<file path="src/rtl/sweep_pkg.sv">
// sweep_pkg: shared types for the S-parameter sweep sequencer
// state encoding, record layout and accumulator width helper
package sweep_pkg;

    typedef enum logic [2:0] {
        ST_IDLE,
        ST_TUNE,
        ST_SETTLE,
        ST_ACQ,
        ST_EMIT,
        ST_DONE
    } state_t;

    localparam int DEF_NPTS = 64;
    localparam int DEF_DW   = 12;
    localparam int DEF_IW   = $clog2(DEF_NPTS);

    typedef struct packed {
        logic [DEF_IW-1:0]        idx;
        logic                     port;
        logic signed [DEF_DW-1:0] a;
        logic signed [DEF_DW-1:0] refl;
        logic signed [DEF_DW-1:0] thru;
    } rec_t;

    function automatic int accw(input int dw, input int navg_log2);
        return dw + navg_log2;
    endfunction

endpackage

</file>
<file path="src/rtl/sweep_accum.sv">
// sweep_accum: three signed full-precision accumulators
// plus a sample counter that flags the last sample of a record
module sweep_accum import sweep_pkg::*; #(
    parameter int DW        = 12,
    parameter int NAVG_LOG2 = 3,
    parameter int AW        = accw(DW, NAVG_LOG2)
) (
    input  logic                 clk,
    input  logic                 clr,
    input  logic                 en,
    input  logic signed [DW-1:0] a,
    input  logic signed [DW-1:0] b1,
    input  logic signed [DW-1:0] b2,
    output logic signed [AW-1:0] sum_a,
    output logic signed [AW-1:0] sum_b1,
    output logic signed [AW-1:0] sum_b2,
    output logic                 last
);

    localparam int CW = NAVG_LOG2 + 1;
    localparam logic [CW-1:0] CNT_LAST = CW'((1 << NAVG_LOG2) - 1);

    logic [CW-1:0] cnt;
    logic          take;

    assign take = en && !last;

    // sum samples until the last one is in, then hold
    always_ff @(posedge clk) begin
        if (clr) begin
            sum_a  <= '0;
            sum_b1 <= '0;
            sum_b2 <= '0;
            cnt    <= '0;
            last   <= 1'b0;
        end else if (take) begin
            sum_a  <= sum_a  + {{NAVG_LOG2{a[DW-1]}}, a};
            sum_b1 <= sum_b1 + {{NAVG_LOG2{b1[DW-1]}}, b1};
            sum_b2 <= sum_b2 + {{NAVG_LOG2{b2[DW-1]}}, b2};
            cnt    <= cnt + CW'(1);
            last   <= (cnt == CNT_LAST);
        end
    end

endmodule

</file>
<file path="src/rtl/sparam_sweep_sequencer.sv">
// sparam_sweep_sequencer: steps the source through the frequency list,
// alternates P1/P2 excitation and streams one averaged record per port
module sparam_sweep_sequencer import sweep_pkg::*; #(
    parameter int NPTS      = 64,
    parameter int SETTLE    = 16,
    parameter int NAVG_LOG2 = 3,
    parameter int DW        = 12,
    parameter int FW        = 16
) (
    input  logic                       clk,
    input  logic                       rst,
    input  logic                       start,
    input  logic                       abort,
    input  logic [FW-1:0]              f_start,
    input  logic [FW-1:0]              f_step,
    output logic                       busy,
    output logic                       done,
    output logic [FW-1:0]              freq_word,
    output logic                       freq_load,
    output logic                       port_sel,
    output logic                       rf_en,
    input  logic                       adc_valid,
    input  logic signed [DW-1:0]       adc_a,
    input  logic signed [DW-1:0]       adc_b1,
    input  logic signed [DW-1:0]       adc_b2,
    output logic                       rec_valid,
    input  logic                       rec_ready,
    output logic [$clog2(NPTS)-1:0]    rec_idx,
    output logic                       rec_port,
    output logic signed [DW-1:0]       rec_a,
    output logic signed [DW-1:0]       rec_refl,
    output logic signed [DW-1:0]       rec_thru
);

    localparam int IW = $clog2(NPTS);
    localparam int AW = accw(DW, NAVG_LOG2);
    localparam int SW = $clog2(SETTLE + 1);

    state_t               state;
    logic [FW-1:0]        step;
    logic [IW-1:0]        idx;
    logic [SW-1:0]        scnt;
    logic                 acc_clr;
    logic                 acc_en;
    logic                 acc_last;
    logic signed [AW-1:0] sum_a;
    logic signed [AW-1:0] sum_b1;
    logic signed [AW-1:0] sum_b2;

    // accumulators only run in ACQ and restart fresh for every record
    assign acc_clr  = rst || (state != ST_ACQ);
    assign acc_en   = (state == ST_ACQ) && adc_valid;
    assign rec_idx  = idx;
    assign rec_port = port_sel;

    sweep_accum #(
        .DW        (DW),
        .NAVG_LOG2 (NAVG_LOG2),
        .AW        (AW)
    ) u_accum (
        .clk    (clk),
        .clr    (acc_clr),
        .en     (acc_en),
        .a      (adc_a),
        .b1     (adc_b1),
        .b2     (adc_b2),
        .sum_a  (sum_a),
        .sum_b1 (sum_b1),
        .sum_b2 (sum_b2),
        .last   (acc_last)
    );

    // sweep control with registered outputs; abort overrides any handshake
    always_ff @(posedge clk) begin
        if (rst) begin
            state     <= ST_IDLE;
            busy      <= 1'b0;
            done      <= 1'b0;
            freq_word <= '0;
            freq_load <= 1'b0;
            port_sel  <= 1'b0;
            rf_en     <= 1'b0;
            rec_valid <= 1'b0;
            rec_a     <= '0;
            rec_refl  <= '0;
            rec_thru  <= '0;
            idx       <= '0;
            step      <= '0;
            scnt      <= '0;
        end else if (abort && state != ST_IDLE) begin
            state     <= ST_IDLE;
            busy      <= 1'b0;
            done      <= 1'b0;
            freq_load <= 1'b0;
            rf_en     <= 1'b0;
            rec_valid <= 1'b0;
        end else begin
            freq_load <= 1'b0;
            done      <= 1'b0;
            unique case (state)
                ST_IDLE: begin
                    if (start && !abort) begin
                        state     <= ST_TUNE;
                        busy      <= 1'b1;
                        freq_word <= f_start;
                        step      <= f_step;
                        freq_load <= 1'b1;
                        rf_en     <= 1'b1;
                        idx       <= '0;
                        port_sel  <= 1'b0;
                    end
                end
                ST_TUNE: begin
                    scnt  <= '0;
                    state <= ST_SETTLE;
                end
                ST_SETTLE: begin
                    if (scnt == SW'(SETTLE - 1)) begin
                        scnt  <= '0;
                        state <= ST_ACQ;
                    end else begin
                        scnt <= scnt + SW'(1);
                    end
                end
                ST_ACQ: begin
                    if (acc_last) begin
                        rec_a     <= DW'(sum_a  >>> NAVG_LOG2);
                        rec_refl  <= DW'(sum_b1 >>> NAVG_LOG2);
                        rec_thru  <= DW'(sum_b2 >>> NAVG_LOG2);
                        rec_valid <= 1'b1;
                        state     <= ST_EMIT;
                    end
                end
                ST_EMIT: begin
                    if (rec_ready) begin
                        rec_valid <= 1'b0;
                        if (!port_sel) begin
                            port_sel <= 1'b1;
                            scnt     <= '0;
                            state    <= ST_SETTLE;
                        end else if (idx != IW'(NPTS - 1)) begin
                            idx       <= idx + IW'(1);
                            freq_word <= freq_word + step;
                            freq_load <= 1'b1;
                            rf_en     <= 1'b1;
                            port_sel  <= 1'b0;
                            state     <= ST_TUNE;
                        end else begin
                            done  <= 1'b1;
                            rf_en <= 1'b0;
                            state <= ST_DONE;
                        end
                    end
                end
                ST_DONE: begin
                    busy  <= 1'b0;
                    state <= ST_IDLE;
                end
                default: state <= ST_IDLE;
            endcase
        end
    end

endmodule
</file>
<file path="config.mk">
export PLATFORM = sky130hd
export DESIGN_NAME = sparam_sweep_sequencer
export DESIGN_NICKNAME = d
export VERILOG_FILES = /design/src/rtl/sweep_pkg.sv /design/src/rtl/sweep_accum.sv /design/src/rtl/sparam_sweep_sequencer.sv
export SDC_FILE = /design/constraint.sdc
export NUM_CORES = 1
export LEC_CHECK = 0
export ABC_CLOCK_PERIOD_IN_PS = 4000
export CAP_MARGIN = 30
export CORE_UTILIZATION = 46
export CTS_CLUSTER_DIAMETER = 30
export DETAILED_ROUTE_END_ITERATION = 8
export HOLD_SLACK_MARGIN = 0.06
export PLACE_DENSITY_LB_ADDON = 0.25
export SLEW_MARGIN = 40
export SYNTH_ARGS = -nofsm -noshare
export SYNTH_HDL_FRONTEND = slang
export SYNTH_SLANG_ARGS = --single-unit
export TNS_END_PERCENT = 1
</file>
<file path="constraint.sdc">
create_clock -name clk -period 4 [get_ports clk]
set_input_delay 0.6 -clock clk [delete_from_list [all_inputs] [get_ports clk]]
set_output_delay 0.6 -clock clk [all_outputs]
set_load 0.03 [all_outputs]
</file>
# After elaboration in Yosys (flattened, before gate mapping)
# Cells that the tools add are included.
# Widths: inputs -> output; s select.
totals:
  register_bits: 138
  out_inout_bits: 65
op_classes:
  muxes: 39
  eq_ne: 16
  n_bitwise: 4
  addsub: 7
  n_reduce_logical: 24
ops:
  columns: ["operator", "n"]
  rows:
  - ["$mux 16", 4]
  - ["$add 15x15->15", 3]
  - ["$pmux 16 s2", 1]
  - ["$mux 6", 4]
  - ["$mux 3", 6]
  - ["$add 16x16->16", 1]
  - ["$reduce_and 4->1", 4]
  - ["$mux 5", 3]
  - ["$pmux 3 s5", 1]
  - ["$pmux 5 s3", 1]
  - ["$mux 1", 13]
  - ["$ne 2x2->1 const B", 6]
  - ["$pmux 6 s2", 1]
  - ["$pmux 1 s2", 5]
  - ["$reduce_and 3->1", 3]
  - ["$add 6x1->6 const B", 1]
  - ["$eq 3x2->1 const B", 2]
  - ["$eq 3x3->1 const B", 2]
  - ["$ne 6x6->1 const B", 1]
  - ["$reduce_and 6->1", 1]
  - ["$reduce_bool 2->1", 3]
  - ["$reduce_bool 3->1", 2]
  - ["$add 5x1->5 const B", 1]
  - ["$eq 5x4->1 const B", 1]
  - ["13 further kinds", 20]

# Logic depth before layout (Yosys ltp)
depth:
  depth_word: 5
  ltp_mapped: 11
  ltp_nobuf: 9

# Cells and area by module
# From an unflattened synthesis, not the netlist that was laid out.
hier_totals:
  cells_unflattened: 988
  hier_area_um2: 8001.4
modules_own_cells:
  columns: ["mod", "n_inst", "area_per_inst_um2", "cells_each"]
  rows:
  - ["sparam_sweep_sequencer", 1, 4171.5, 513]
  - ["sweep_accum", 1, 3829.9, 475]

# Worst setup path before layout
# Ideal clock, no wire load.
synth_path:
  path_type: "input to register"
  from: "input adc_b2[0]"
  to: "register u_accum.sum_b2[14]"
  t_arrival_ns: 2.647
  setup_ns: 0.070
  stages: 9
  setup_slack_ns: 1.282
  required_time_ns: 3.930
  cell_sequence: "ha_1 fa_1 a211oi_1 o21bai_1 a21o_1 a221oi_2 mux2i_1 or3_1 a21oi_1"
synth_via:
  elab_chain_cells: 1
synth_lines:
  columns: ["item", "line_no", "rtl"]
  rows:
  - ["start: declaration", "sparam_sweep_sequencer.sv:25", "input logic signed [DW-1:0] adc_b2,"]
  - ["$add 15x15->15", "sweep_accum.sv:39", "sum_b2 <= sum_b2 + {{NAVG_LOG2{b2[DW-1]}}, b2};"]
  - ["end signal: assignment", "sweep_accum.sv:39", null]
  - ["end: declaration", "sweep_accum.sv:16", "output logic signed [AW-1:0] sum_b2,"]
# Every way passes these cells.
# A chain may end at the register's enable or synchronous reset.

# Worst setup path in the final report
# Same ends and word-level chain as after synthesis.

==> metrics.txt <==
Worst Hold Class reg -> reg; Area Overhead vs Synth 27.01%; Critical Path Start Type input port; crit end category flip-flop; post-CTS sizing 0; met3 Usage GRT 5.826%; I/O Buffers 138; clock buffer depth 2; die height 131.6 um; worst-skew pair later-pin latency 0.43 ns; sequential cell area fraction in the yosys report 35.73%; detailed placer's ending HPWL 13310 um; DRT iter0 DRCs 394; status finished clean; Tcrit/Tclk final 73.72%; Final setup viols 0; Final GP Congestion 0.8638; GR Util met2 37.13%; ratio of cells with drive above 1 in the final layout 4.492%; Synth Cell Area 0.007731 mm^2; Post-synth top flop dfxtp_1; Overall Global Routing Usage 23.05%; Placeable Area 0.01652 mm^2; sw power 875.0 uW; number of synthesized flops with an enable pin 0; Avg Synthesized Cell Area 7.833 um^2; cts bufs inserted 17; Post-Layout Cell Count 1334; WP data arrival 3.30 ns; GR peak layer met2; Peak VDD IR 0.2843 mV; post-synthesis cell type count 59; met1 Use GR 30.04%; clock slew at reported path FFs 0.05 ns; Mapped Nets 1125; most common cell after layout, fill and taps aside nand2_1; flops & latches, synth 138; fraction of registers with async set/reset 0%; DRC 0; Int Pwr 2587 uW; Starting Density 46.79%; Final Skew 0.006037 ns; IO Count 139; min cycle time layout 2.949 ns; CTS root buf clkbuf_16; worst-margin pin slew 0.6412 ns; max cap viols 0; drt wl/cell 14.28 um; global-route wire length before repair 32460 um; cts hold-fix bufs 0; grt ovf 0; Final WS setup 1.051 ns; register share of total power 41.7%; placed cells 1301; initial antenna violation count 1; CTS tree built; clock sinks 138; vias per cell 5.381; Die Width 131.6 um; vias in the first global route 6744; vias 7178; dpl ws 0.6559 ns; Crit Path Max Fanout 3; setup TNS 0 ns; Max Transition Viols Final 0; largest net degree at the start of global routing 59; WP data required 4.35 ns; nets 1238; H-Tree Depth 4; Sw Share 25.28%; fmax 0.3391 GHz; Leak 0.003769 uW; clock network fraction of design power 44.7%; commonest cells after routing, fill and taps aside 209 x nand2_1, 143 x a21oi_1, 138 x dfxtp_1; synth warn 0; first drt pass iteration count 7; die area 0.01733 mm^2; Final Hold Vio Count 0; Post-Synthesis Cells 987; remaining antenna violation count 0; power per cell area 352.6 mW/mm^2; relative slew slack 57.25%; Combinational Power Share 13.6%; final WL 19050 um; path type of the worst setup path in -> reg; Placement Rows 47; final hold slack 0.4430 ns; Setup Buffers After CTS 0; RSZ-0062 raised after global routing no
worst paths after layout:
path                                start                 end  slack (ns)  depth (start not counted)
worst max-delay path            adc_b2[0]  u_accum.sum_b2[14]        1.05                         10
worst min-delay path                rf_en               rf_en        0.44                          2
worst max register to register   state[1]      u_accum.cnt[3]        1.34                          8
worst min register to register      rf_en               rf_en        0.44                          2
cell usage after synthesis (all sizes together), types with 10 or more instances:
library cell / count / share of area, %
nor2: 74 / 3.7
o21bai: 12 / 1.2
o21ai: 56 / 3.6
nand2: 210 / 10
buf: 15 / 1.1
inv: 13 / 0.63
a211oi: 25 / 2.4
a21o: 20 / 1.9
clkbuf: 38 / 1.8
nor3: 24 / 1.6
mux2i: 10 / 1.3
a21oi: 143 / 9.3
xnor2: 31 / 3.5
ha: 60 / 9.7
xor2: 20 / 2.3
dfxtp: 138 / 36
nand4: 10 / 0.81
cells by family (layout without fill, tap and decap cells):
group | count (synthesis) | count (layout) | share of synthesized area, %
buf+inv | 66 | 192 | 3.609
fa+ha+maj | 64 | 64 | 10.75
flops | 138 | 138 | 35.73
simple gates | 366 | 366 | 20.60
mux | 10 | 10 | 1.295
compound gates | 292 | 292 | 22.24
other cells | 0 | 1 | 0
xor+xnor | 51 | 51 | 5.778
area by class of cell:
cell class,instances,area [um^2]
Inverter,13,48.80
Tap cell,220,275.3
Clock buffer,25,485.5
Antenna cell,1,2.502
Multi-Input combinational cell,783,4711
Clock inverter,7,90.09
Timing Repair Buffer,147,1444
Fill cell,1509,6705
Sequential cell,138,2763
stage by stage:
stage	instance area (um^2)	utilization, %	power (uW)
after floorplan	7731	-	1770
after global placement	9229	55.85	1936
after detailed placement	9229	55.85	1942
after CTS	9804	59.33	3488
after global routing	9819	59.42	3599
final	9819	59.42	3462
critical path, stage by stage:
cell and delay, ns:
clkdlybuf4s50_1 0.41, ha_1 0.23, fa_1 0.42, a211oi_1 0.38, o21bai_1 0.15, a21o_1 0.21, a221oi_2 0.31, mux2i_1 0.13
or3_1 0.32, a21oi_1 0.15
registers in the layout, summed over array words and instances (netlist names), 12 cells and up:
| name | count |
|---|---|
| rec_a | 12 |
| rec_refl | 12 |
| rec_thru | 12 |
| u_accum.sum_b1 | 15 |
| freq_word | 16 |
| step | 16 |
| u_accum.sum_a | 15 |
| u_accum.sum_b2 | 15 |
routing by layer:
layer / wire (um) / share of wire [%]
met5: 0 / 0
met3: 922 / 4.8
met1: 9044 / 47
met2: 8792 / 46
met4: 289 / 1.5
power groups by stage:
| stage | Combinational [uW] | Sequential (uW) | Clock (uW) |
|---|---|---|---|
| after floorplan | 272 | 1500 | 0 |
| after global placement | 464 | 1470 | 0 |
| after detailed placement | 469 | 1470 | 0 |
| after CTS | 473 | 1440 | 1570 |
| after global routing | 521 | 1450 | 1630 |
| final | 473 | 1440 | 1550 |
(Power assumes the default switching activity.)
